==> src/rtl/sa_pkg.sv <==
// Shared definitions for the systolic-array data path: data width,
// saturation limits and the output collector state encoding.
package sa_pkg;

  localparam int DATA_W = 16;

  localparam logic signed [DATA_W-1:0] SAT_MAX = {1'b0, {(DATA_W-1){1'b1}}};
  localparam logic signed [DATA_W-1:0] SAT_MIN = {1'b1, {(DATA_W-1){1'b0}}};

  typedef enum logic [1:0] {
    IDLE    = 2'd0,
    CAPTURE = 2'd1,
    DRAIN   = 2'd2,
    REARM   = 2'd3
  } state_t;

endpackage

==> src/rtl/sa_deskew.sv <==
// Per-lane delay line: delays a lane's data and valid by DELAY cycles so
// staircase-skewed lanes line up. DELAY=0 is a plain pass-through.
module sa_deskew #(
  parameter int DATA_W = 16,
  parameter int DELAY  = 0
) (
  input  logic                     clk,
  input  logic                     rst,
  input  logic                     flush,
  input  logic                     in_valid,
  input  logic signed [DATA_W-1:0] in_data,
  output logic                     out_valid,
  output logic signed [DATA_W-1:0] out_data
);

  generate
    if (DELAY == 0) begin : g_pass
      logic unused_ctrl;
      assign unused_ctrl = ^{clk, rst, flush};
      assign out_valid   = in_valid;
      assign out_data    = in_data;
    end else begin : g_delay
      logic [DELAY-1:0]         valid_q, valid_d;
      logic signed [DATA_W-1:0] data_q [DELAY];
      logic signed [DATA_W-1:0] data_d [DELAY];

      always_comb begin
        valid_d[0] = in_valid;
        data_d[0]  = in_data;
        for (int i = 1; i < DELAY; i++) begin
          valid_d[i] = valid_q[i-1];
          data_d[i]  = data_q[i-1];
        end
        // A flush drops everything in flight, e.g. when a frame is aborted.
        if (flush) begin
          valid_d = '0;
          for (int i = 0; i < DELAY; i++) data_d[i] = '0;
        end
      end

      always_ff @(posedge clk or posedge rst) begin
        if (rst) begin
          valid_q <= '0;
          for (int i = 0; i < DELAY; i++) data_q[i] <= '0;
        end else begin
          valid_q <= valid_d;
          for (int i = 0; i < DELAY; i++) data_q[i] <= data_d[i];
        end
      end

      assign out_valid = valid_q[DELAY-1];
      assign out_data  = data_q[DELAY-1];
    end
  endgenerate

endmodule

==> src/rtl/sa_output_collector.sv <==
// Receiving end of the SA path: de-skews the three lanes, sums them with
// saturation, buffers the OUT x OUT map and drains it over valid/ready.
module sa_output_collector #(
  parameter int SIZE   = 7,
  parameter int K      = 3,
  parameter int DATA_W = sa_pkg::DATA_W
) (
  input  logic                     clk,
  input  logic                     rst,
  input  logic                     srt_sig,
  input  logic signed [DATA_W-1:0] in1,
  input  logic signed [DATA_W-1:0] in2,
  input  logic signed [DATA_W-1:0] in3,
  output logic                     out_valid,
  input  logic                     out_ready,
  output logic signed [DATA_W-1:0] out_data,
  output logic                     busy,
  output logic                     done
);
  import sa_pkg::*;

  localparam int OUT    = SIZE - K + 1;
  localparam int N_SAMP = OUT * SIZE;
  localparam int N_OUT  = OUT * OUT;
  localparam int IN_W   = $clog2(N_SAMP + 1);
  localparam int COL_W  = (SIZE > 1) ? $clog2(SIZE) : 1;
  localparam int ROW_W  = (OUT > 1) ? $clog2(OUT) : 1;
  localparam int IDX_W  = (N_OUT > 1) ? $clog2(N_OUT) : 1;
  localparam int SUM_W  = DATA_W + 2;

  localparam logic [IN_W-1:0]  IN_END    = IN_W'(N_SAMP);
  localparam logic [COL_W-1:0] COL_FIRST = COL_W'(K - 1);
  localparam logic [COL_W-1:0] COL_LAST  = COL_W'(SIZE - 1);
  localparam logic [ROW_W-1:0] ROW_LAST  = ROW_W'(OUT - 1);
  localparam logic [IDX_W-1:0] IDX_LAST  = IDX_W'(N_OUT - 1);

  localparam logic signed [SUM_W-1:0] SUM_HI = {3'b000, {(DATA_W-1){1'b1}}};
  localparam logic signed [SUM_W-1:0] SUM_LO = {3'b111, {(DATA_W-1){1'b0}}};

  state_t                   state_q, state_d;
  logic                     srt_q;
  logic [IN_W-1:0]          in_cnt_q, in_cnt_d;
  logic [COL_W-1:0]         col_q, col_d;
  logic [ROW_W-1:0]         row_q, row_d;
  logic [IDX_W-1:0]         wr_idx_q, wr_idx_d;
  logic [IDX_W-1:0]         rd_idx_q, rd_idx_d;
  logic signed [DATA_W-1:0] sum_q, sum_d;
  logic                     sum_valid_q, sum_valid_d;
  logic                     out_valid_q, out_valid_d;
  logic signed [DATA_W-1:0] out_data_q, out_data_d;

  logic signed [DATA_W-1:0] result_mem [N_OUT];

  logic                     start, lane1_valid, abort, store, last_sample;
  logic                     a_valid, unused_valid2, unused_valid3;
  logic signed [DATA_W-1:0] a1, a2, a3;
  logic signed [SUM_W-1:0]  sum_ext;
  logic [IDX_W-1:0]         rd_next;

  assign start = srt_sig && !srt_q;
  assign lane1_valid = (state_q == IDLE && start) ||
                       (state_q == CAPTURE && srt_sig && in_cnt_q < IN_END);
  assign abort = (state_q == CAPTURE) && !srt_sig && (in_cnt_q < IN_END);

  sa_deskew #(.DATA_W(DATA_W), .DELAY(K - 1)) u_lane1 (
    .clk(clk), .rst(rst), .flush(abort), .in_valid(lane1_valid),
    .in_data(in1), .out_valid(a_valid), .out_data(a1)
  );
  sa_deskew #(.DATA_W(DATA_W), .DELAY(K - 2)) u_lane2 (
    .clk(clk), .rst(rst), .flush(abort), .in_valid(lane1_valid),
    .in_data(in2), .out_valid(unused_valid2), .out_data(a2)
  );
  sa_deskew #(.DATA_W(DATA_W), .DELAY(K - 3)) u_lane3 (
    .clk(clk), .rst(rst), .flush(abort), .in_valid(lane1_valid),
    .in_data(in3), .out_valid(unused_valid3), .out_data(a3)
  );

  assign sum_ext = {{2{a1[DATA_W-1]}}, a1} + {{2{a2[DATA_W-1]}}, a2} +
                   {{2{a3[DATA_W-1]}}, a3};

  // The first K-1 columns of each row window are warm-up and never stored.
  assign store       = sum_valid_q && (state_q == CAPTURE) && (col_q >= COL_FIRST);
  assign last_sample = sum_valid_q && (row_q == ROW_LAST) && (col_q == COL_LAST);
  assign rd_next     = rd_idx_q + IDX_W'(1);

  always_comb begin
    state_d     = state_q;
    in_cnt_d    = in_cnt_q;
    col_d       = col_q;
    row_d       = row_q;
    wr_idx_d    = wr_idx_q;
    rd_idx_d    = rd_idx_q;
    out_valid_d = out_valid_q;
    out_data_d  = out_data_q;
    sum_valid_d = a_valid && (state_q == CAPTURE) && !abort;
    if (sum_ext > SUM_HI)      sum_d = SUM_HI[DATA_W-1:0];
    else if (sum_ext < SUM_LO) sum_d = SUM_LO[DATA_W-1:0];
    else                       sum_d = sum_ext[DATA_W-1:0];

    case (state_q)
      IDLE: begin
        if (start) begin
          state_d  = CAPTURE;
          in_cnt_d = IN_W'(1);
          col_d    = '0;
          row_d    = '0;
          wr_idx_d = '0;
        end
      end
      CAPTURE: begin
        if (abort) begin
          state_d  = IDLE;
          in_cnt_d = '0;
          col_d    = '0;
          row_d    = '0;
          wr_idx_d = '0;
        end else begin
          if (lane1_valid) in_cnt_d = in_cnt_q + IN_W'(1);
          if (store) wr_idx_d = wr_idx_q + IDX_W'(1);
          if (sum_valid_q) begin
            if (col_q == COL_LAST) begin
              col_d = '0;
              row_d = row_q + ROW_W'(1);
            end else begin
              col_d = col_q + COL_W'(1);
            end
          end
          if (last_sample) begin
            state_d     = DRAIN;
            in_cnt_d    = '0;
            col_d       = '0;
            row_d       = '0;
            wr_idx_d    = '0;
            rd_idx_d    = '0;
            out_valid_d = 1'b1;
            out_data_d  = result_mem[0];
          end
        end
      end
      DRAIN: begin
        if (out_valid_q && out_ready) begin
          if (rd_idx_q == IDX_LAST) begin
            state_d     = REARM;
            out_valid_d = 1'b0;
            rd_idx_d    = '0;
          end else begin
            rd_idx_d   = rd_next;
            out_data_d = result_mem[rd_next];
          end
        end
      end
      REARM: begin
        if (!srt_sig) state_d = IDLE;
      end
      default: state_d = IDLE;
    endcase
  end

  always_ff @(posedge clk or posedge rst) begin
    if (rst) begin
      state_q     <= IDLE;
      srt_q       <= 1'b0;
      in_cnt_q    <= '0;
      col_q       <= '0;
      row_q       <= '0;
      wr_idx_q    <= '0;
      rd_idx_q    <= '0;
      sum_q       <= '0;
      sum_valid_q <= 1'b0;
      out_valid_q <= 1'b0;
      out_data_q  <= '0;
    end else begin
      state_q     <= state_d;
      srt_q       <= srt_sig;
      in_cnt_q    <= in_cnt_d;
      col_q       <= col_d;
      row_q       <= row_d;
      wr_idx_q    <= wr_idx_d;
      rd_idx_q    <= rd_idx_d;
      sum_q       <= sum_d;
      sum_valid_q <= sum_valid_d;
      out_valid_q <= out_valid_d;
      out_data_q  <= out_data_d;
    end
  end

  // Result storage needs no reset; it is fully rewritten before every drain.
  always_ff @(posedge clk) begin
    if (store) result_mem[wr_idx_q] <= sum_q;
  end

  assign out_valid = out_valid_q;
  assign out_data  = out_data_q;
  assign busy      = (state_q == CAPTURE) || (state_q == DRAIN);
  assign done      = (state_q == DRAIN) && out_valid_q && out_ready && (rd_idx_q == IDX_LAST);

endmodule

==> config.mk <==
export PLATFORM = sky130hd
export DESIGN_NAME = sa_output_collector
export DESIGN_NICKNAME = d
export VERILOG_FILES = /design/src/rtl/sa_pkg.sv /design/src/rtl/sa_deskew.sv /design/src/rtl/sa_output_collector.sv
export SDC_FILE = /design/constraint.sdc
export NUM_CORES = 1
export LEC_CHECK = 0
export CAP_MARGIN = 20
export CORE_AREA = 2 2 229 175
export DETAILED_ROUTE_END_ITERATION = 10
export DIE_AREA = 0 0 231 177
export GPL_TIMING_DRIVEN = 1
export PLACE_DENSITY = 0.72
export SYNTH_ARGS = -nofsm -noshare
export SYNTH_HDL_FRONTEND = slang
export SYNTH_SLANG_ARGS = --single-unit
==> constraint.sdc <==
create_clock -name clk -period 5.2 [get_ports clk]
set_input_delay 0.78 -clock clk [delete_from_list [all_inputs] [get_ports clk]]
set_output_delay 0.78 -clock clk [all_outputs]
set_load 0.03 [all_outputs]
==> run metrics, run 1 <==
Final TNS setup=0 ns; Clock Sinks=approximately 500; largest net degree at the start of global routing=between 70 and 80; RSZ-0062 raised after global routing=false; Top-Level Pins=71; H-tree depth=2; CP arrival=between 4 and 5 ns; Peak supply drop=roughly 0.33 mV; RR Endpoint=out_data[15]; Synth Instances=between 1000 and 1500; CTS tree=done; later-pin clock latency in the skew report=roughly 0.56 ns; Slew Viols, Final=0; Final Skew=~0.013 ns; GRT Total Usage=0.224; Clock Tree Root=clkbuf_16; commonest non-fill, non-tap cells in the layout=edfxtp_1 (400), dfrtp_1 (108), nand2_1 (101), mux4_2 (101), clkdlybuf4s50_1 (70); DPL Wire Length=approximately 27 mm; WL final=44.4 mm; CP cell instances=clkdlybuf4s50_1 > inv_1 > fa_1 > inv_1 > ha_1 > fa_1 > a21o_1 > a311o_1 > a31o_2 > nand4_2 > a32oi_4 > a21oi_2 > o21ai_0; Worst R2R Setup Slack=between 1 and 1.5 ns; max incr delay on CP=approximately 0.52 ns; FF-to-FF Start=rd_idx_q[0]; Starting DRT DRC Count=1030; Port Buf Inserts=70; share of cells above drive strength 1=0.166; fin crit share=0.736; overall die height=around 180 um; Leak=8.26 nW; synth-to-layout area growth=14.3%; count of different cell masters after synthesis=60; Min-Delay Path Class=flop to flop; final setup violation count=0; Setup CP Type=primary input to flop; commonest non-fill, non-tap cell in the layout=edfxtp_1; vias in the first global route=11200; Peak Freq=261 MHz; Initial Util=0.541; Via density=5.96; CP Capture Point=sum_q[2]; startpoint types=primary input; worst path bufs/invs=3; Core ar.=38800 um2; Total Nets Final=between 1000 and 1500; Synth Flop Type=edfxtp_1; final antenna-violating net count=0; Placer Congestion=around 0.83; Seq cells post-synth=slightly above 500; Worst-Margin Slew=approximately 0.95 ns; Crit-path slowest cell=fa_1; wire length on met1=19.2 mm; CP Capture Type=flop; Clock Path Buffers=3; Setup crit start=in3[1]; yosys warns=0; CTS Hold Bufs=0; Crit path max-delay family=compound AO/OA/AOI/OAI gates; critical path depth=13; critical-path maximum fanout=11; Die W=231 um; max-cap violation count=0; first-pass GRT wire length=a little under 70 mm; routed wl met3=roughly 3.8 mm; sequential area share after synthesis=0.703; metal2 WL=between 20 and 25 mm; final hold viol count=0; Netlist Area Pre-Place=approximately 21000 um2; per-cell routed wire length=approximately 24 um; setup bufs post-CTS=0; syn avg cell area=approximately 17 um2; worst setup margin=approximately 1.4 ns; reg2reg path depth=9; Pre-antenna DRT Iters=6; drt drc=0; num rows=63; post-route minimum period=3.83 ns; Clock transition at path regs=0.06 ns; number of diodes=0; DIE AREA=~40000 um2; WP data required=approximately 5.6 ns; post_cts resized=0; Slew headroom=0.366; # fillers=between 2000 and 3000; Post-synth EDFFs=400; DR vias=11100; Synthesized Nets=1305; Async SR Flop Fraction=0.214; outcome=finished, final reports clean; PD cells=approximately 520 nW/um2; Setup Slack @ Placement=0.844 ns; total gr overflow=0; CTS Buf Count=between 40 and 50; initial antenna violation count=0; top sig layer=met4
cells by family after synthesis:
family / synth area share
flops: 0.703
simple gates: 0.0631
mux: 0.124
buf+inv: 0.0201
compound gates: 0.0450
fa+ha+maj: 0.0335
xor+xnor: 0.0113
stage by stage:
step | hold WS [ns] | power [W] | instances | area [um2] | util
floorplan | 0.428 | 0.00790 | 1207 | 21000 | -
global placement | 0.430 | 0.00881 | 1772 | 22300 | 0.576
detailed placement | 0.439 | 0.00892 | 1772 | 22300 | 0.576
CTS | 0.446 | 0.0125 | 1859 | 24000 | 0.618
global route | 0.464 | 0.0131 | 1859 | 24000 | 0.618
finish | 0.443 | 0.0125 | 1859 | 24000 | 0.618
synth_stat cells, drive strengths merged, types with 2 or more instances:
| master | number | area (um2) |
|---|---|---|
| nor2 | 51 | 191 |
| a211oi | 3 | 22.5 |
| nand3b | 4 | 30.0 |
| fa | 17 | 340 |
| nor3 | 3 | 15.0 |
| dfrtp | 109 | 2730 |
| mux4 | 112 | 2560 |
| o31ai | 3 | 22.5 |
| nand3 | 34 | 170 |
| o21ai | 81 | 409 |
| or3 | 2 | 12.5 |
| nand4 | 10 | 68.8 |
| clkbuf | 25 | 97.6 |
| xnor2 | 9 | 105 |
| ha | 29 | 363 |
| a21oi | 27 | 139 |
| edfxtp | 400 | 12000 |
| nand2b | 6 | 37.5 |
| buf | 36 | 245 |
| mux2 | 2 | 22.5 |
| a32oi | 2 | 36.3 |
| xor2 | 15 | 131 |
| a21o | 8 | 60.1 |
| and3 | 3 | 18.8 |
| and2 | 52 | 325 |
| o21a | 2 | 15.0 |
| nand2 | 101 | 379 |
| and4 | 2 | 17.5 |
| inv | 21 | 78.8 |
| and4b | 2 | 20.0 |
| o211ai | 19 | 148 |
layer usage:
metal	global-route usage	vias to the layer above
met3	0.0430	61
li1	-	4854
met1	0.340	5694
met2	0.342	468
met4	0.0532	0
met5	0	-
sequential cells by signal, indices dropped and copies added (netlist names), 2 cells and up, named ones only:
register	flops
result_mem	400
col_q	3
row_q	3
u_lane1.out_data	16
wr_idx_q	5
u_lane1.g_delay.data_q	16
rd_idx_q	5
u_lane2.out_data	16
in_cnt_q	6
out_data	16
u_lane1.g_delay.valid_q	2
sum_q	16
cell type report:
| cell class | instances | area, um2 | area share |
|---|---|---|---|
| clock buffer | 70 | 1360 | 0.0567 |
| clock inverter | 17 | 264 | 0.0110 |
| inverter | 21 | 81.3 | 0.00339 |
| multi-input combinational | 616 | 5860 | 0.245 |
| sequential | 509 | 14700 | 0.615 |
| tap | 520 | 651 | 0.0272 |
| timing repair buffer | 106 | 996 | 0.0416 |
power breakdown:
| group | internal, W | switching [W] |
|---|---|---|
| clock network | 0.00216 | 0.00147 |
| logic | 0.00139 | 0.00185 |
| registers | 0.00507 | 0.000549 |
how the worst min path moves through the flow:
stage          slack (ns)                       start                         end  cells past startpoint
2_1_floorplan        0.43  u_lane1.g_delay.valid_q[0]  u_lane1.g_delay.valid_q[1]                      1
3_3_place_gp         0.43  u_lane1.g_delay.data_q[16]         u_lane1.out_data[0]                      1
3_5_place_dp         0.44  u_lane1.g_delay.data_q[28]        u_lane1.out_data[12]                      1
4_1_cts              0.45  u_lane1.g_delay.data_q[24]         u_lane1.out_data[8]                      1
5_1_grt              0.46  u_lane1.g_delay.valid_q[0]  u_lane1.g_delay.valid_q[1]                      1
6_report             0.44  u_lane1.g_delay.data_q[24]         u_lane1.out_data[8]                      1
worst reg2reg max path: cells and delay by family (launching register included):
kind	cells	cell delay, ns
buffers and inverters	2	0.58
AND/OR/NAND/NOR	1	0.09
flip-flops	1	0.73
adder cells (fa/ha/maj)	1	0.75
AO/OA/AOI/OAI	3	0.56
multiplexers	2	0.88
Note: power is estimated with default switching activity, not from simulation.
==> inputs of run 2 (changes only) <==
PLACE_DENSITY = 0.75   (was 0.72)
clock period = 3.24 ns   (was 5.2 ns; I/O delays follow)
==> run metrics, run 2 (synthesis gave the netlist of run 1 again) <==
Crit-path slowest cell=fa_1 (unchanged); Setup CP Type=primary input to flop (unchanged); max-cap violation count=0 (unchanged); WP data required=3.67 ns (was 5.60 ns); Initial Util=0.541 (unchanged); worst path bufs/invs=4 (was 3); Clock transition at path regs=0.06 ns (about the same); Port Buf Inserts=70 (unchanged); WL final=46.2 mm (was 44.4 mm); Via density=5.94 (was 5.96); num rows=63 (unchanged); CP arrival=3.52 ns (was 4.23 ns); final core utilization=0.628 (was 0.618); Top reg by flops=result_mem (unchanged); Placer Congestion=0.836 (was 0.833); Peak supply drop=0.555 mV (was 0.333 mV); Design Power=0.0204 W (was 0.0125 W); CP Capture Type=flop (unchanged); overall die height=177 um (unchanged); Total Nets Final=1459 (was 1400); total gr overflow=0 (unchanged); Worst-Margin Slew=1.09 ns (was 0.951 ns); post-route cell area=24400 um2 (was 24000 um2); Core ar.=38800 um2 (unchanged); commonest non-fill, non-tap cell in the layout=edfxtp_1 (unchanged); RSZ-0062 raised after global routing=false (unchanged); DIE AREA=40900 um2 (unchanged); final antenna-violating net count=0 (unchanged); startpoint types=primary input (unchanged); Slew headroom=0.276 (was 0.366); Final Skew=0.0221 ns (was 0.0131 ns); final hold viol count=0 (unchanged); Min-Delay Path Class=primary input to asynchronous set/reset pin (was flop to flop); share of cells above drive strength 1=0.200 (was 0.166); Area after DPL=22800 um2 (was 22300 um2); initial antenna violation count=1 (was 0); per-cell routed wire length=24.1 um (was 23.9 um); Peak Freq=324 MHz; max incr delay on CP=0.54 ns (was 0.52 ns); Top-Level Pins=71 (unchanged); largest net degree at the start of global routing=110 (was 73); number of diodes=0 (unchanged); crit-path most repeated cell=inv_1; final setup violation count=0 (unchanged); Pre-antenna DRT Iters=5 (was 6); synth-to-layout area growth=16.3% (was 14.3%); PD cells=837 nW/um2 (was 521 nW/um2); Clock Sinks=509 (unchanged); CTS tree=done (unchanged); H-tree depth=2 (unchanged); fin crit share=0.954; later-pin clock latency in the skew report=0.56 ns (about the same); GRT Total Usage=0.233 (was 0.224); DPL Wire Length=28.2 mm (was 26.7 mm); Clock Tree Root=clkbuf_16 (unchanged); critical-path maximum fanout=11 (unchanged); Clock Path Buffers=3 (unchanged); post-route minimum period=3.09 ns; outcome=finished, final reports clean (unchanged); Starting DRT DRC Count=1301 (was 1030); setup bufs post-CTS=0 (unchanged); Die W=231 um (unchanged); CTS Buf Count=47 (was 48); max reg flops=400 (unchanged); drt drc=0 (unchanged); Leak=8.52 nW (was 8.26 nW); vias in the first global route=11600 (was 11200); Crit path max-delay family=compound AO/OA/AOI/OAI gates (unchanged); commonest non-fill, non-tap cells in the layout=edfxtp_1 (400), dfrtp_1 (108), nand2_1 (101), mux4_2 (101), buf_4 (88) (was edfxtp_1 (400), dfrtp_1 (108), nand2_1 (101), mux4_2 (101), clkdlybuf4s50_1 (70)); # fillers=2695 (was 2746); first-pass GRT wire length=70.2 mm (was 67.9 mm); Slew Viols, Final=0 (unchanged); DR vias=11400 (was 11100); CP cell instances=clkdlybuf4s50_1 > inv_1 > fa_1 > inv_1 > ha_1 > fa_2 > a21o_1 > a311o_1 > a31o_2 > nand4_2 > a32oi_4 > a21oi_2 > buf_6 > o21ai_0 (was clkdlybuf4s50_1 > inv_1 > fa_1 > inv_1 > ha_1 > fa_1 > a21o_1 > a311o_1 > a31o_2 > nand4_2 > a32oi_4 > a21oi_2 > o21ai_0)
==> run 2: cell count changes in the layout (fill, tap and decap cells not counted), moves of 3 or more <==
cell and change:
bufinv_16 -3, clkinvlp_4 +3, clkbuf_8 -4, buf_12 +5, clkinv_1 +10, buf_4 +54, clkbuf_1 -7
==> run 2: path summary, 6_finish.rpt <==
check	startpoint	to	slack, ns	depth (start not counted)
worst max-delay path	in3[1]	sum_q[3]	0.15	14
max in group asynchronous	rst	sum_q[4]	2.34	3
worst min-delay path	rst	state_q[0]	0.42	3
worst max register to register	u_lane1.out_data[1]	sum_q[3]	0.26	13
min in group clk	u_lane1.g_delay.data_q[23]	u_lane1.out_data[7]	0.44	1
worst min register to register	u_lane1.g_delay.data_q[23]	u_lane1.out_data[7]	0.44	1
==> run 2: metal layers <==
layer | GRT usage | routed length (um) | part of all wire | vias up
li1 | - | - | - | 4978
met1 | 0.344 | 19700 | 0.43 | 5858
met2 | 0.358 | 21600 | 0.47 | 492
met3 | 0.0525 | 4150 | 0.090 | 72
met4 | 0.0556 | 833 | 0.018 | 0
met5 | 0 | 0 | 0 | -
==> run 2: what timing repair did <==
item / 4_1_cts / 5_1_grt
hold buffers: 0 / 0
resized for setup: 1 / 2
endpoints found under the setup margin: 1 / 15
pin swaps: 0 / 2
==> run 2: worst register-to-register path: cells and delay by family, from the launching register on <==
kind                     cells  cell delay, ns
AO/OA/AOI/OAI                6            1.11
adder cells (fa/ha/maj)      3            1.07
buffers and inverters        3            0.24
flip-flops                   1            0.32
AND/OR/NAND/NOR              1            0.11
==> run 2: power breakdown <==
part / internal, W / switching [W]
Combinational: 0.00277 / 0.00318
Clock: 0.00310 / 0.00232
Sequential: 0.00813 / 0.000892
==> run 2: layout make-up <==
type | count | area (um2) | area share
Inverter | 21 | 82.6 | 0.00339
Clock buffer | 58 | 1270 | 0.0521
Clock inverter | 28 | 240 | 0.00986
Tap cell | 520 | 651 | 0.0267
Multi-Input combinational cell | 616 | 5870 | 0.241
Timing Repair Buffer | 166 | 1510 | 0.0621
Sequential cell | 509 | 14700 | 0.605
==> run 2: through the flow <==
stage | std cells | hold slack [ns] | TNS (ns) | worst slack, ns
final | 1918 | 0.420 | 0 | 0.149
after global routing | 1918 | 0.473 | 0 | 0.00356
after CTS | 1918 | 0.448 | 0 | 0.00606
after detailed placement | 1832 | 0.436 | -8.62 | -0.592
after global placement | 1832 | 0.431 | -8.16 | -0.552
after floorplan | 1207 | 0.428 | 0 | 0.0172
==> inputs of run 3 (changes only) <==
CELL_PAD_IN_SITES_DETAIL_PLACEMENT = 0   (was unset)
CELL_PAD_IN_SITES_GLOBAL_PLACEMENT = 2   (was unset)
CORE_AREA = 2 2 261 199   (was 2 2 229 175)
DIE_AREA = 0 0 263 201   (was 0 0 231 177)
PLACE_DENSITY = unset   (was 0.75)
PLACE_DENSITY_LB_ADDON = 0.1   (was unset)
==> run metrics, run 3 (synthesis gave the netlist of run 1 again) <==
num rows=72 (was 63); WL final=48.2 mm (was 46.2 mm); Pre-antenna DRT Iters=5 (unchanged); Crit-path slowest cell=fa_1 (unchanged); CTS Buf Count=52 (was 47); H-tree depth=2 (unchanged); Die W=263 um (was 231 um); Clock Path Buffers=3 (unchanged); Final Skew=0.0248 ns (was 0.0221 ns); Clock Sinks=509 (unchanged); Int Pwr=0.0142 W (was 0.0140 W); post-route minimum period=3.11 ns (was 3.09 ns); number of diodes=0 (unchanged); WP data required=3.75 ns (was 3.67 ns); outcome=finished, final reports clean (unchanged); Peak supply drop=0.386 mV (was 0.555 mV); drt drc=0 (unchanged); Peak Freq=322 MHz (was 324 MHz); vias in the first global route=11600 (about the same); CTS tree=done (unchanged); total gr overflow=0 (unchanged); overall die height=201 um (was 177 um); Starting DRT DRC Count=1055 (was 1301); per-cell routed wire length=23.2 um (was 24.1 um); Setup CP Type=flop to flop (was primary input to flop); Slew headroom=0.323 (was 0.276); CP cell instances=inv_2 > fa_1 > inv_2 > ha_4 > fa_2 > a21o_1 > a311o_1 > nand2_2 > a21oi_1 > xor2_2 > o21ai_2 > buf_4 > a21oi_1 (was clkdlybuf4s50_1 > inv_1 > fa_1 > inv_1 > ha_1 > fa_2 > a21o_1 > a311o_1 > a31o_2 > nand4_2 > a32oi_4 > a21oi_2 > buf_6 > o21ai_0); Slew Viols, Final=0 (unchanged); DR vias=11000 (was 11400); Crit path max-delay family=adder cells (was compound AO/OA/AOI/OAI gates); GRT Total Usage=0.188 (was 0.233); sw power=0.00665 W (was 0.00639 W); Setup Slack @ Placement=-0.697 ns (was -0.592 ns); sw frac=0.319 (was 0.313); largest net degree at the start of global routing=70 (was 110); max-cap violation count=0 (unchanged); Finished Layout Cells=2078 (was 1918); worst setup margin=0.132 ns (was 0.149 ns); synth-to-layout area growth=18.0% (was 16.3%); final setup violation count=0 (unchanged); Total Nets Final=1468 (was 1459); Initial Util=0.414 (was 0.541); placed insts=1981 (was 1832); first-pass GRT wire length=74.0 mm (was 70.2 mm); max incr delay on CP=0.54 ns (about the same); CP Capture Type=flop (unchanged); Top-Level Pins=71 (unchanged); Top reg by flops=result_mem (unchanged); Comb power frac=0.301 (was 0.292); Reg power frac=0.431 (was 0.442); Worst-Margin Slew=1.02 ns (was 1.09 ns); Clock transition at path regs=0.06 ns (about the same); DIE AREA=52900 um2 (was 40900 um2); later-pin clock latency in the skew report=0.60 ns (was 0.56 ns); commonest non-fill, non-tap cells in the layout=edfxtp_1 (400), dfrtp_1 (108), mux4_2 (101), nand2_1 (100), buf_4 (92) (was edfxtp_1 (400), dfrtp_1 (108), nand2_1 (101), mux4_2 (101), buf_4 (88)); Core ar.=50600 um2 (was 38800 um2); share of cells above drive strength 1=0.219 (was 0.200); Port Buf Inserts=70 (unchanged); final antenna-violating net count=0 (unchanged); post-route cell area=24700 um2 (was 24400 um2); fin crit share=0.959 (was 0.954); initial antenna violation count=0 (was 1); Clk pwr share=0.268 (was 0.266); WHS=0.328 ns (was 0.420 ns); startpoint types=flop (was primary input); RSZ-0062 raised after global routing=false (unchanged); max reg flops=400 (unchanged); Placer Congestion=0.744 (was 0.836); DPL Wire Length=30.5 mm (was 28.2 mm); Min-Delay Path Class=primary input to asynchronous set/reset pin (unchanged); Area after DPL=23100 um2 (was 22800 um2); CP arrival=3.62 ns (was 3.52 ns); PD cells=844 nW/um2 (was 837 nW/um2); commonest non-fill, non-tap cell in the layout=edfxtp_1 (unchanged); CTS Hold Bufs=0 (unchanged); worst path bufs/invs=3 (was 4); final hold viol count=0 (unchanged); critical-path maximum fanout=7 (was 11); Clock Tree Root=clkbuf_16 (unchanged); Via density=5.28 (was 5.94); Leak=8.57 nW (was 8.52 nW)
## run 3: cell count changes in the layout (fill, tap and decap cells not counted), sizes merged
| cell | delta |
|---|---|
| inv | +2 |
| clkinvlp | +2 |
| clkbuf | +10 |
| buf | +5 |
| clkinv | -1 |
| clkdlybuf4s50 | -1 |
| bufinv | -3 |
## run 3: path summary, 6_finish.rpt
path,cells after the start,to,slack [ns],from
max,13,sum_q[8],0.13,u_lane2.out_data[1]
min,3,wr_idx_q[1],0.33,rst
max reg2reg,13,sum_q[8],0.13,u_lane2.out_data[1]
min reg2reg,1,u_lane1.out_data[5],0.45,u_lane1.g_delay.data_q[21]
max in group asynchronous,3,rd_idx_q[0],2.37,rst
min in group clk,1,u_lane1.out_data[5],0.45,u_lane1.g_delay.data_q[21]
## run 3: area by class of cell
| cell class | instances | area, um2 |
|---|---|---|
| clock buffers | 68 | 1400 |
| clock inverters | 28 | 189 |
| fillers | 4281 | 25900 |
| inverters | 21 | 82.6 |
| multi-input cells | 616 | 5950 |
| flip-flops and latches | 509 | 14700 |
| well taps | 666 | 833 |
| repair buffers | 170 | 1550 |
## run 3: worst min-delay path, stage by stage
cell             delay (ns)
clkdlybuf4s50_1        0.44
clkinvlp_4             0.10
buf_12                 0.29
## run 3: power groups by stage
stage / logic (W) / registers [W] / clock network, W
finish: 0.00628 / 0.00901 / 0.00560
global route: 0.00694 / 0.00914 / 0.00602
CTS: 0.00621 / 0.00902 / 0.00578
detailed placement: 0.00616 / 0.00916 / 0
global placement: 0.00618 / 0.00911 / 0
floorplan: 0.00378 / 0.00891 / 0
## run 3: metal layers
| metal | vias to the layer above | part of all wire | track usage |
|---|---|---|---|
| met5 | - | 0 | 0 |
| met4 | 0 | 0.013 | 0.0424 |
| met3 | 49 | 0.045 | 0.0271 |
| met2 | 232 | 0.45 | 0.280 |
| met1 | 5691 | 0.49 | 0.293 |
| li1 | 5005 | - | - |
## run 3: through the flow
step	util	setup TNS (ns)	total power [W]
2_1_floorplan	-	0	0.0127
3_3_place_gp	0.456	-9.63	0.0153
3_5_place_dp	0.456	-9.58	0.0153
4_1_cts	0.488	0	0.0210
5_1_grt	0.489	0	0.0221
6_report	0.489	0	0.0209
## run 3: what timing repair did
action                                  in CTS  in global routing
buffers inserted                             0                  1
gates resized for setup                      1                 19
endpoints found under the setup margin       5                 12
pin swaps                                    1                  9
==> patch 1, RTL diff (flow settings as in run 2) <==
Compare `rd_idx_q` against `IDX_LAST` with >= in place of ==.
--- a/src/rtl/sa_output_collector.sv
+++ b/src/rtl/sa_output_collector.sv
@@ -194,3 +194,3 @@
   assign busy      = (state_q == CAPTURE) || (state_q == DRAIN);
-  assign done      = (state_q == DRAIN) && out_valid_q && out_ready && (rd_idx_q == IDX_LAST);
+  assign done      = (state_q == DRAIN) && out_valid_q && out_ready && (rd_idx_q >= IDX_LAST);
 
Formal check against the unedited RTL: same outputs for any inputs over 4 cycles, from zero or initial values and one cycle with rst high; that may be too few to reach the edited logic, so the function may still have changed.
==> patch 1 against run 2 <==
Wire length shrank 2.0%; die area is the same; clock power rose by 7.0%; critical path depth shrank 2; hold slack worse by 0.046 ns; final area rose by 0.26%; area after synthesis down 0.29%; sequential cell count unchanged; non-clock buffer count shrank 8; worst setup slack got worse by 0.026 ns; total power increased by 7.6%; synthesized cell count down 1.7%; critical path type is now reg2reg; largest cell class unchanged; highest routed layer unchanged.
==> patch 1: results (changes against run 2) <==
Max reg flops = 400 (unchanged)
Vias per inst = 6.027 (+1.4%)
Pint = 0.01510 W (+7.8%)
Worst path slowest cell = fa_1
Global-route wire length before repair = 69660 um (-0.81%)
Netlist cell types = 59 (-1.7%)
Post-synth EDFFs = 400 (unchanged)
Ant. Diodes = 0 (unchanged)
Initial antenna violation count = 0 (-1)
Met3 global-route usage = 0.03963 (-0.01289)
RePlAce Congestion = 0.8464 (+1.2%)
Port Buffers = 70 (unchanged)
Clock input transition at the sequential cells of the worst setup and hold paths = 0.06 ns (about the same)
Fillers = 2694 (-0.037%)
Sequential area share after synthesis = 0.7051 (+0.002062)
Most frequent cell after synthesis = edfxtp_1
Outcome = finished, final reports clean
Dpl hpwl = 26750 um (-5.3%)
CP max stage delay = 0.50 ns (-0.04 ns)
Clk_lat worst skew = 0.57 ns
Met1 usage = 0.3431 (-0.001280)
Cell leakage power = 8.559 nW (+0.51%)
Avg Cell Area, Syn = 17.61 um^2 (+1.4%)
Asr flop ratio synth = 0.2141 (unchanged)
Clk root buf = clkbuf_16
Hold WC Path Type = in2async
Avg WL per Cell = 23.90 um (-0.87%)
Clock buffer depth = 3 (unchanged)
Peak supply drop = 0.0007372 V (+33%)
Post-synthesis net count = 1285 (-1.5%)
Synth warn = 0 (unchanged)
Ranking of synthesized cells by area = edfxtp_1 57%, dfrtp_1 13%, mux4_2 12%
Layout cells sized above 1 = 0.2142 (+0.01395)
1st-iter DRT viols = 1328 (+2.1%)
Worst Tran Pin Value = 1.051 ns (-0.03488 ns)
Worst Path Arrival = 3.55 ns (+0.03 ns)
Total CTS buffers = 47 (unchanged)
CP delay by family, top = compound AO/OA/AOI/OAI gates
Commonest cells in the netlist = 400 x edfxtp_1, 112 x mux4_2, 109 x dfrtp_1, 83 x nand2_1, 59 x nor2_1
Critical-path maximum fanout = 6 (-5)
Largest net degree at the start of global routing = 68 (-38%)
Fin nets = 1437 (-1.5%)
Cell count after placement = 1810 (-1.2%)
Largest register by flop count = result_mem
Number of global-route vias before repair = 11740 (+1.4%)
H-tree levels = 2 (unchanged)
Met2 Use GR = 0.3552 (-0.002628)
All-layer global routing usage = 0.2303 (-0.002493)
WL final = 45340 um (-2.0%)
Clock Skew = 0.01858 ns (-0.003505 ns)
Drt pass-1 iters = 5 (unchanged)
## patch 1: changes by cell type after synthesis, sizes merged, moves of 8 or more
cell / delta
a21oi: +20
a311oi: +16
buf: -15
clkbuf: +9
nand2: -18
nand3: -19
nand3b: +16
nor2: +8
o21ai: -57
## patch 1: what timing repair did
action,in CTS,in global routing
hold buffers,0,0
setup endpoints to repair,0,15
buffers inserted,0,0
gates resized for setup,0,6
endpoints found under the hold margin,0,0
## patch 1: worst reg2reg max path, delay by kind of cell, from the launching register on
family / cells / cell delay [ns]
compound gates: 5 / 1.10
fa+ha+maj: 3 / 1.03
buf+inv: 3 / 0.27
flops: 1 / 0.34
simple gates: 1 / 0.24
## patch 1: power by group through the flow
stage / clock network, W / registers [W] / logic (W)
after floorplan: 0 / 0.00909 / 0.00450
after global placement: 0 / 0.00931 / 0.00665
after detailed placement: 0 / 0.00938 / 0.00680
after CTS: 0.00588 / 0.00926 / 0.00688
after global routing: 0.00615 / 0.00936 / 0.00751
final: 0.00580 / 0.00926 / 0.00688
## patch 1: kinds of logic after synthesis
| family | after synthesis | share of synthesized area |
|---|---|---|
| AO/OA/AOI/OAI | 156 | 0.05106 |
| buffers and inverters | 76 | 0.01568 |
| adder cells (fa/ha/maj) | 46 | 0.03364 |
| AND/OR/NAND/NOR | 262 | 0.06261 |
| flip-flops | 509 | 0.7051 |
| XOR/XNOR | 23 | 0.009638 |
| multiplexers | 115 | 0.1222 |
## patch 1: stage by stage
stage               cell area [um^2]     TNS [ns]  worst slack [ns]
finish                         24440            0            0.1230
global route                   24440     -0.02934          -0.01742
global placement               22790       -7.492           -0.4983
floorplan                      20910  -0.00006062       -0.00006062
CTS                            24420            0           0.05149
detailed placement             22790       -7.750           -0.5292
## patch 1: worst paths after layout
| path | startpoint | end | slack (ns) | cells past startpoint |
|---|---|---|---|---|
| worst min-delay path | rst | state_q[0] | 0.37 | 2 |
| worst min register to register | u_lane1.g_delay.data_q[30] | u_lane1.out_data[14] | 0.45 | 1 |
| worst max register to register | u_lane1.out_data[1] | sum_q[0] | 0.12 | 12 |
| max in group asynchronous | rst | srt_q | 2.12 | 3 |
| min in group clk | u_lane1.g_delay.data_q[30] | u_lane1.out_data[14] | 0.45 | 1 |
| worst max-delay path | u_lane1.out_data[1] | sum_q[0] | 0.12 | 12 |
## patch 1: area by class of cell
type | count | area share
clock inverter | 22 | 0.01111
tap | 520 | 0.02662
multi-input combinational | 602 | 0.2411
inverter | 21 | 0.003379
clock buffer | 65 | 0.05596
sequential | 509 | 0.6033
timing repair buffer | 158 | 0.05852
## patch 1: per-layer routing
metal	up-vias	part of all wire
met5	-	0
met4	0	0.023
met3	75	0.087
met2	546	0.47
met1	5869	0.42
li1	4943	-
==> patch 2, RTL diff (flow settings as in run 2) <==
Without the edit above. `DATA_W` is set to 16 in 2 places; all go to 32.
--- a/src/rtl/sa_pkg.sv
+++ b/src/rtl/sa_pkg.sv
@@ -4,3 +4,3 @@
 
-  localparam int DATA_W = 16;
+  localparam int DATA_W = 32;
 
--- a/src/rtl/sa_deskew.sv
+++ b/src/rtl/sa_deskew.sv
@@ -3,3 +3,3 @@
 module sa_deskew #(
-  parameter int DATA_W = 16,
+  parameter int DATA_W = 32,
   parameter int DELAY  = 0
Interface: changed (resized in1, in2, in3 and out_data); port bits go from 71 to 135. No check against the original RTL was run, so the function may have changed too.
==> patch 2 against run 2 <==
The run now fails in global placement without I/O; area after synthesis up 91%.
==> patch 2: results (changes against run 2) <==
Synth warn = 0 (unchanged)
Commonest cells in the netlist = 800 x edfxtp_1, 215 x mux4_2, 189 x dfrtp_1, 147 x nand2_1, 98 x and2_1
Outcome = did not finish
Fail Step = global placement without I/O
Tool Error = [ERROR GPL-0301] Utilization 108.595 % exceeds 100%.
Synth Register Bits = 989 (+94%)
Netlist cell types = 65 (+8.3%)
Sequential area share after synthesis = 0.7183 (+0.01525)
Asr flop ratio synth = 0.1911 (-0.02304)
Ranking of synthesized cells by area = edfxtp_1 60%, mux4_2 12%, dfrtp_1 12%
Synthesized instance count = 2216 (+84%)
Post-synthesis net count = 2394 (+83%)
Post-synth EDFFs = 800 (+100%)
==> patch 2: cells by family after synthesis <==
kind of cell | after synthesis | synth area share
AO/OA/AOI/OAI | 299 | 0.04711
XOR/XNOR | 37 | 0.008096
flip-flops | 989 | 0.7183
buffers and inverters | 151 | 0.01616
adder cells (fa/ha/maj) | 78 | 0.03057
AND/OR/NAND/NOR | 412 | 0.04970
multiplexers | 250 | 0.1300
